[src/rtl/cnt_run_ctrl_if.sv]
// Counter-side and result-side signal bundle for cnt_run_ctrl.
// The master is the controller; the slave is the counter plus the result consumer.
interface cnt_run_ctrl_if #(
  parameter int unsigned CNT_W = 32
);
  logic             ctr_clr;
  logic             ctr_en;
  logic [CNT_W-1:0] cnt;
  logic             cnt_max;
  logic             res_valid;
  logic             res_ready;
  logic [CNT_W-1:0] res_data;
  logic             res_ovf;

  modport master (
    output ctr_clr, ctr_en, res_valid, res_data, res_ovf,
    input  cnt, cnt_max, res_ready
  );

  modport slave (
    input  ctr_clr, ctr_en, res_valid, res_data, res_ovf,
    output cnt, cnt_max, res_ready
  );
endinterface

[src/rtl/cnt_run_ctrl.sv]
// Run sequencer for a free-running event counter: clear, count to target or saturation, report.
// Optional build macro CNT_RUN_CTRL_AUTORELOAD_EN: a result handshake restarts with the same target.
module cnt_run_ctrl #(
  parameter int unsigned CNT_W = 32
) (
  input  logic             clk,
  input  logic             rst,
  input  logic             start,
  input  logic             abort,
  input  logic [CNT_W-1:0] target,
  input  logic             evt,
  output logic             busy,
  cnt_run_ctrl_if.master   bus
);

  typedef enum logic [1:0] {StIdle, StClr, StRun, StDone} state_e;

  state_e           state_q, state_d;
  logic [CNT_W-1:0] tgt_q, tgt_d;
  logic [CNT_W-1:0] res_data_q, res_data_d;
  logic             res_ovf_q, res_ovf_d;
  logic             hit, sat;
  logic             ctr_clr, ctr_en, res_valid;

  // Target 0 means "run to saturation", so a zero target never produces a hit.
  assign hit = (tgt_q != '0) && (bus.cnt == tgt_q);
  assign sat = (tgt_q == '0) && bus.cnt_max;

  always_comb begin
    state_d    = state_q;
    tgt_d      = tgt_q;
    res_data_d = res_data_q;
    res_ovf_d  = res_ovf_q;
    ctr_clr    = 1'b0;
    ctr_en     = 1'b0;
    busy       = 1'b0;
    res_valid  = 1'b0;

    unique case (state_q)
      StIdle: begin
        if (start && !abort) begin
          tgt_d   = target;
          state_d = StClr;
        end
      end
      StClr: begin
        ctr_clr = 1'b1;
        busy    = 1'b1;
        state_d = abort ? StIdle : StRun;
      end
      StRun: begin
        busy   = 1'b1;
        // Gating on hit/sat keeps the counter from passing target or wrapping.
        ctr_en = evt && !hit && !sat && !abort;
        if (abort) begin
          state_d = StIdle;
        end else if (hit) begin
          res_data_d = bus.cnt;
          res_ovf_d  = 1'b0;
          state_d    = StDone;
        end else if (sat) begin
          res_data_d = bus.cnt;
          res_ovf_d  = 1'b1;
          state_d    = StDone;
        end
      end
      StDone: begin
        busy      = 1'b1;
        res_valid = 1'b1;
        if (abort) begin
          state_d = StIdle;
        end else if (bus.res_ready) begin
`ifdef CNT_RUN_CTRL_AUTORELOAD_EN
          state_d = StClr;
`else
          state_d = StIdle;
`endif
        end
      end
      default: state_d = StIdle;
    endcase

    // Decoded outputs read as idle while reset is held.
    if (rst) begin
      ctr_clr   = 1'b0;
      ctr_en    = 1'b0;
      busy      = 1'b0;
      res_valid = 1'b0;
    end
  end

  always_ff @(posedge clk) begin
    if (rst) begin
      state_q    <= StIdle;
      tgt_q      <= '0;
      res_data_q <= '0;
      res_ovf_q  <= 1'b0;
    end else begin
      state_q    <= state_d;
      tgt_q      <= tgt_d;
      res_data_q <= res_data_d;
      res_ovf_q  <= res_ovf_d;
    end
  end

  assign bus.ctr_clr   = ctr_clr;
  assign bus.ctr_en    = ctr_en;
  assign bus.res_valid = res_valid;
  assign bus.res_data  = res_data_q;
  assign bus.res_ovf   = res_ovf_q;

endmodule

[src/flat_wrapper.sv]
// flat-port wrapper written by rule: the top's interface ports become plain ports
module cnt_run_ctrl_flat 
#(
  parameter int unsigned CNT_W = 32
)
  (clk, rst, start, abort, target, evt, busy, bus_ctr_clr, bus_ctr_en, bus_res_valid, bus_res_data, bus_res_ovf, bus_cnt, bus_cnt_max, bus_res_ready);
  cnt_run_ctrl_if #(.CNT_W(CNT_W)) bus_i ();
  input  logic clk;
  input  logic rst;
  input  logic start;
  input  logic abort;
  input  logic [CNT_W-1:0] target;
  input  logic evt;
  output logic busy;
  output wire logic [$bits(bus_i.ctr_clr)-1:0] bus_ctr_clr;
  output wire logic [$bits(bus_i.ctr_en)-1:0] bus_ctr_en;
  output wire logic [$bits(bus_i.res_valid)-1:0] bus_res_valid;
  output wire logic [$bits(bus_i.res_data)-1:0] bus_res_data;
  output wire logic [$bits(bus_i.res_ovf)-1:0] bus_res_ovf;
  input wire logic [$bits(bus_i.cnt)-1:0] bus_cnt;
  input wire logic [$bits(bus_i.cnt_max)-1:0] bus_cnt_max;
  input wire logic [$bits(bus_i.res_ready)-1:0] bus_res_ready;
  assign bus_ctr_clr = bus_i.ctr_clr;
  assign bus_ctr_en = bus_i.ctr_en;
  assign bus_res_valid = bus_i.res_valid;
  assign bus_res_data = bus_i.res_data;
  assign bus_res_ovf = bus_i.res_ovf;
  assign bus_i.cnt = bus_cnt;
  assign bus_i.cnt_max = bus_cnt_max;
  assign bus_i.res_ready = bus_res_ready;
  cnt_run_ctrl #(.CNT_W(CNT_W)) u_core (.clk(clk), .rst(rst), .start(start), .abort(abort), .target(target), .evt(evt), .busy(busy), .bus(bus_i));
endmodule
[config.mk]
export PLATFORM = sky130hd
export DESIGN_NAME = cnt_run_ctrl_flat
export DESIGN_NICKNAME = d
export VERILOG_FILES = /design/src/rtl/cnt_run_ctrl_if.sv /design/src/rtl/cnt_run_ctrl.sv /design/src/flat_wrapper.sv
export SDC_FILE = /design/constraint.sdc
export NUM_CORES = 1
export LEC_CHECK = 0
export ABC_AREA = 1
export CORE_ASPECT_RATIO = 0.8
export CORE_MARGIN = 2
export CORE_UTILIZATION = 60
export CTS_BUF_LIST = sky130_fd_sc_hd__clkbuf_8
export DETAILED_ROUTE_END_ITERATION = 8
export DONT_BUFFER_PORTS = 1
export PLACE_DENSITY = 0.76
export SLEW_MARGIN = 20
export SYNTH_ARGS = -nofsm -noshare
export SYNTH_HDL_FRONTEND = slang
export SYNTH_SLANG_ARGS = --single-unit
[constraint.sdc]
create_clock -name clk -period 2 [get_ports clk]
set_clock_uncertainty 0.1 [all_clocks]
set_input_delay 0.4 -clock clk [delete_from_list [all_inputs] [get_ports clk]]
set_output_delay 0.4 -clock clk [all_outputs]
set_load 0.005 [all_outputs]
==> reports/metrics.cfg, run 1 <==
[status]
status = finished with violations
violations = setup timing

[hold_path]
hold_path.class = primary input to register

[worst_setup_path]
crit_slowest_cell = dfxtp_1
critPathMaxStageDelay_ns = 0.35
path_buf_inv = 0
cp.required_ns = 1.50
path_max_fanout = 4
crit_arrival_ns = 1.62
crit_top_cell = nand3_2
cpLargestDelayFamily = simple AND/OR/NAND/NOR gates
worstPathCellList = nor2_1, nand4_1, nor2_4, nand2_2, nand3_2, nand3_2, nor2_2
worst_setup_path_start_kind = register
cp-end-kind = primary output
critPathKind = register to primary output

[global_route]
grt_pass1_vias = 3122
track_usage_pct = 26.7
grt_overflow_total = 0
grt_max_degree = 59
antenna_found_initial = 0
grt_pass1_wl_mm = 14.2

[route]
ant_nets = 0
vias = 3542
wl_per_cell_um = 13.7
viasPerCell = 5.26
first_iter_violations = 232
drc = 0
wirelength_mm = 9.20
firstDrtPassIters = 4

[clock_tree]
clk-insertion-delay-late_ns = 0.36
cts_max_level = 3
holdBufCountCts = 0
clock_tree.root_cell = clkbuf_8
cts_tree = yes
ctsLongestPathBuffers = 2
cts_buffers = 9
path_clk_slew_ns = 0.07
numClockSinks = 67

[synth]
synthCells = 591
synth.avg_cell_area_sq_um = 6.26
yosys.area.top_type_share_pct = 36.3
yosys.cell_count.top_type = nand2_1
yosys_warnings = 0
synthArstFlopShare_pct = 0
synthTopCellsByArea = dfxtp_1 36%, nand2_1 16%, nor2_1 9.9%
syn-cell-area_sq_um = 3700
ys_ff_latch = 67
ys_seq_area_share_pct = 36.3
synth_edf_count = 0
synthFlopType = dfxtp_1
synth_cell_types = 27
synth_common_cells = 162 x nand2_1, 98 x nor2_1, 70 x inv_1
yosysTopAreaCell = dfxtp_1
synth_nets = 662

[power_and_ir_drop]
max-vdd-ir-drop_v = 0.000424
powerDensity_nw_per_um2 = 870
finalPower_mw = 3.58
leakage_nw = 1.88

[sta]
slew_headroom_pct = 65.6
fmax_mhz = 471
rsz0062_at_grt = true
period_share_pct = 106
tightest_slew_ns = 0.515
maxSlewViolCount = 0
fin_ws_ns = -0.122
fin_crit_ns = 2.12
hold_slack_ns = 0.0993
finalSetupViolCount = 1
hold_viol_final = 0

[cells_and_area]
fin_util_pct = 69.2
num-nets-final = 659
antenna_cells = 0
area_growth_syn_to_layout_pct = 11.2
drive_gt1_share_pct = 16.0

[floorplan]
io_pins = 108
die_h_um = 74.2
rows = 25
die_area_sq_um = 6810
coreArea_sq_um = 5940
start_util_pct = 62.3
die-width_um = 91.8

[place]
portBuffers = 0
gp_congestion = 0.838
hpwl_mm = 6.82

[run]
maxCapViolations = 0

[layer usage]
layer / wire (um) / global-route usage (%)
met5: 0 / 0
met2: 4320 / 44.2
met3: 807 / 10.2
met1: 3980 / 33.2
met4: 89 / 7.46
[final cells by class]
| class | count | area (sq um) |
|---|---|---|
| multi-input combinational | 418 | 1980 |
| fill | 550 | 1830 |
| sequential | 67 | 1370 |
| inverter | 80 | 300 |
| clock buffer | 10 | 138 |
| timing repair buffer | 12 | 128 |
| clock inverter | 6 | 104 |
| tap | 81 | 101 |
[kinds of logic (layout without fill, tap and decap cells)]
group	Yosys count	count (layout)	synth area share (%)
and+or+nand+nor	308	308	34.4
DFF	67	67	36.3
buffers and inverters	106	108	12.4
xor gates and xnor gates	15	15	3.55
AOI/OAI and AO/OA	95	95	13.3
[power breakdown]
part           switching (mW)  internal, mW  total [mW]
registers              0.0839          1.43        1.51
logic                   0.439         0.246       0.685
clock network           0.534         0.853        1.39
[placed cells by master, fill, tap and decap left out]
| master | count |
|---|---|
| bufinv_16 | 3 |
| a21oi_1 | 59 |
| and2_1 | 1 |
| nand3_4 | 1 |
| dfxtp_4 | 1 |
| xor2_1 | 6 |
| o21bai_4 | 1 |
| nand2_8 | 1 |
| a31oi_1 | 1 |
| xnor2_2 | 1 |
| nand4_1 | 5 |
| nand3_2 | 7 |
| xnor2_1 | 8 |
| buf_12 | 3 |
| clkbuf_8 | 10 |
| buf_4 | 9 |
| inv_2 | 20 |
| clkinv_2 | 2 |
| o21ai_0 | 33 |
| dfxtp_2 | 17 |
| nor2_2 | 6 |
| nor3_4 | 1 |
| inv_1 | 58 |
| dfxtp_1 | 49 |
| nand2_1 | 151 |
| nand3_1 | 29 |
| nor2_1 | 93 |
| nor2_4 | 1 |
| clkinv_1 | 3 |
| and3_1 | 1 |
| o31ai_1 | 1 |
| nand2_2 | 11 |
[through the flow]
stage	setup TNS (ns)	cells	instance area [sq um]	worst slack (ns)
floorplan	0	591	3700	0.313
global placement	0	653	3740	0.206
detailed placement	0	653	3740	0.151
CTS	-0.111	670	4010	-0.111
global route	-0.196	674	4120	-0.196
finish	-0.122	674	4120	-0.122
[flip-flops by register name (all words and copies together), names as in the netlist]
signal and cells:
u_core.bus.res_ovf 1, u_core.tgt_q 32, u_core.state_q 2, u_core.bus.res_data 32
[tightest hold or removal path: cells and delay by family]
kind | cells | cell delay [ns]
buf+inv | 1 | 0.03
simple gates | 2 | 0.07
[what timing repair did]
action	4_1_cts	5_1_grt
endpoints found under the setup margin	1	34
hold endpoints to repair	0	0
pin swaps	4	18
buffers inserted	1	4
gates resized for setup	12	40
[worst paths after layout]
check,start,to,slack (ns),cells past startpoint
worst max-delay path,u_core.tgt_q[5],bus_ctr_en,-0.12,7
worst min register to register,u_core.tgt_q[9],u_core.tgt_q[9],0.37,2
worst min-delay path,rst,u_core.state_q[1],0.1,3
worst max register to register,u_core.tgt_q[23],u_core.bus.res_data[20],0.15,13
No activity file was read; power rests on OpenSTA's default activity.
==> run 2, diff against run 1 <==
--- a/config.mk
+++ b/config.mk
@@ -12,6 +12,7 @@
 export CTS_BUF_LIST = sky130_fd_sc_hd__clkbuf_8
 export DETAILED_ROUTE_END_ITERATION = 8
 export DONT_BUFFER_PORTS = 1
+export HOLD_SLACK_MARGIN = 0.12
 export PLACE_DENSITY = 0.76
 export SLEW_MARGIN = 20
 export SYNTH_ARGS = -nofsm -noshare
==> run 2 against run 1 <==
Net effect:
- the flow still finishes with violations (setup timing)
- sequential share of layout area decreased by 0.24 points
- register-to-register slack got worse by 0.02 ns
- critical path depth unchanged
- clock power about the same
- setup slack improved by 0.011 ns
- core utilization increased by 0.51 points
- worst hold slack better by 0.032 ns
- wire length grew 1.2%
- count of clock-buffer cells in the layout unchanged
- non-clock buffer count rose by 3
- first-iteration DRC count is 7.3% lower
- combinational power up 0.9%
==> reports/metrics.cfg, run 2 (synthesis gave the netlist of run 1 again) <==
[sta]
period_share_pct = 106
maxSlewViolCount = 0
fin_ws_ns = -0.111
hold_slack_ns = 0.131
hold_viol_final = 0
finalSetupViolCount = 1
rsz0062_at_grt = true
tightest_slew_ns = 0.513
slew_headroom_pct = 65.8
fmax_mhz = 474
fin_crit_ns = 2.11
fin_setup_tns_ns = -0.111

[hold_path]
min_from = target[0]
hold_path.class = primary input to register

[power_and_ir_drop]
leakage_nw = 1.89
powerDensity_nw_per_um2 = 866
finalPower_mw = 3.59
max-vdd-ir-drop_v = 0.000423

[place]
portBuffers = 0
gp_congestion = 0.838
dp.cells = 653
place_area_sq_um = 3740
hpwl_mm = 6.82

[floorplan]
rows = 25
die_area_sq_um = 6810
coreArea_sq_um = 5940
start_util_pct = 62.3
die_h_um = 74.2
io_pins = 108
die-width_um = 91.8

[route]
firstDrtPassIters = 4
viasPerCell = 5.26
ant_nets = 0
wl_per_cell_um = 13.8
vias = 3563
first_iter_violations = 215
wirelength_mm = 9.31
drc = 0

[global_route]
grt_max_degree = 59
grt_pass1_vias = 3138
grt_pass1_wl_mm = 14.2
track_usage_pct = 26.7
grt_overflow_total = 0
antenna_found_initial = 0

[cells_and_area]
antenna_cells = 0
area_growth_syn_to_layout_pct = 12.0
final_common_cell = nand2_1
layout_common_cells = 151 x nand2_1, 93 x nor2_1, 59 x a21oi_1
num-nets-final = 662
drive_gt1_share_pct = 15.9
final_cell_area_sq_um = 4150
instances_no_fill = 677

[clock_tree]
cts_tree = yes
ctsLongestPathBuffers = 2
path_clk_slew_ns = 0.07
numClockSinks = 67
clk-insertion-delay-late_ns = 0.36
clock_tree.root_cell = clkbuf_8
cts_max_level = 3
cts_buffers = 9

[worst_setup_path]
critPathMaxStageDelay_ns = 0.35
path_max_fanout = 4
r2r_start = u_core.tgt_q[23]
cpLargestDelayFamily = simple AND/OR/NAND/NOR gates
crit_start = u_core.tgt_q[5]
critPathKind = register to primary output
cp.required_ns = 1.50
worstPathCellList = nor2_1, nand4_1, nor2_4, nand2_2, nand3_2, nand3_2, nor2_2
cp-end-kind = primary output
crit_slowest_cell = dfxtp_1
path_buf_inv = 0
worst_setup_path_start_kind = register
crit_arrival_ns = 1.61
crit_top_cell = nand3_2

[status]
violations = setup timing
status = finished with violations

[run]
maxCapViolations = 0

[run 2: changes by cell type in the layout (fill, tap and decap cells not counted)]
cell and change:
dlygate4sd3_1 +3
[run 2: what timing repair did]
action	in CTS	in global routing
setup buffers	1	4
gates resized for setup	12	40
endpoints found under the hold margin	3	0
hold buffers	3	0
pin swaps	4	18
setup endpoints to repair	1	34
[run 2: worst paths after layout]
kind	endpoint	slack, ns	cells past startpoint
worst max-delay path	bus_ctr_en	-0.11	7
worst min-delay path	u_core.tgt_q[0]	0.13	2
worst max register to register	u_core.bus.res_data[12]	0.13	13
worst min register to register	u_core.tgt_q[9]	0.37	2
[run 2: per-stage QoR]
step / utilization (%) / setup WS (ns)
floorplan: - / 0.313
detailed placement: 62.9 / 0.151
global route: 69.7 / -0.194
CTS: 68.0 / -0.111
finish: 69.7 / -0.111
global placement: 62.9 / 0.206
[run 2: per-layer routing]
layer | up-vias | track usage (%) | share of wire [%]
met5 | - | 0 | 0
met4 | 0 | 7.96 | 0.97
met3 | 10 | 10.2 | 9.0
met2 | 104 | 44.2 | 48
met1 | 1620 | 33.1 | 42
li1 | 1829 | - | -
[run 2: final cells by class]
cell class | count | area, sq um
clock inverters | 6 | 104
multi-input cells | 418 | 1980
clock buffers | 10 | 138
flip-flops and latches | 67 | 1370
inverters | 80 | 300
repair buffers | 15 | 158
well taps | 81 | 101
fillers | 546 | 1800
[run 2: report_power, final]
| part | total, mW | leakage [nW] | switching (mW) | internal, mW |
|---|---|---|---|---|
| Sequential | 1.51 | 0.552 | 0.0838 | 1.43 |
| Combinational | 0.691 | 1.21 | 0.441 | 0.250 |
| Clock | 1.39 | 0.127 | 0.535 | 0.853 |
| Total | 3.59 | 1.89 | 1.06 | 2.53 |
==> run 3, diff against run 2 <==
--- a/config.mk
+++ b/config.mk
@@ -12,6 +12,7 @@
 export CTS_BUF_LIST = sky130_fd_sc_hd__clkbuf_8
 export DETAILED_ROUTE_END_ITERATION = 8
 export DONT_BUFFER_PORTS = 1
+export GPL_TIMING_DRIVEN = 1
 export HOLD_SLACK_MARGIN = 0.12
 export PLACE_DENSITY = 0.76
 export SLEW_MARGIN = 20
==> results of run 3 <==
No change in the layout: final DEF, timing and power equal those of run 2.
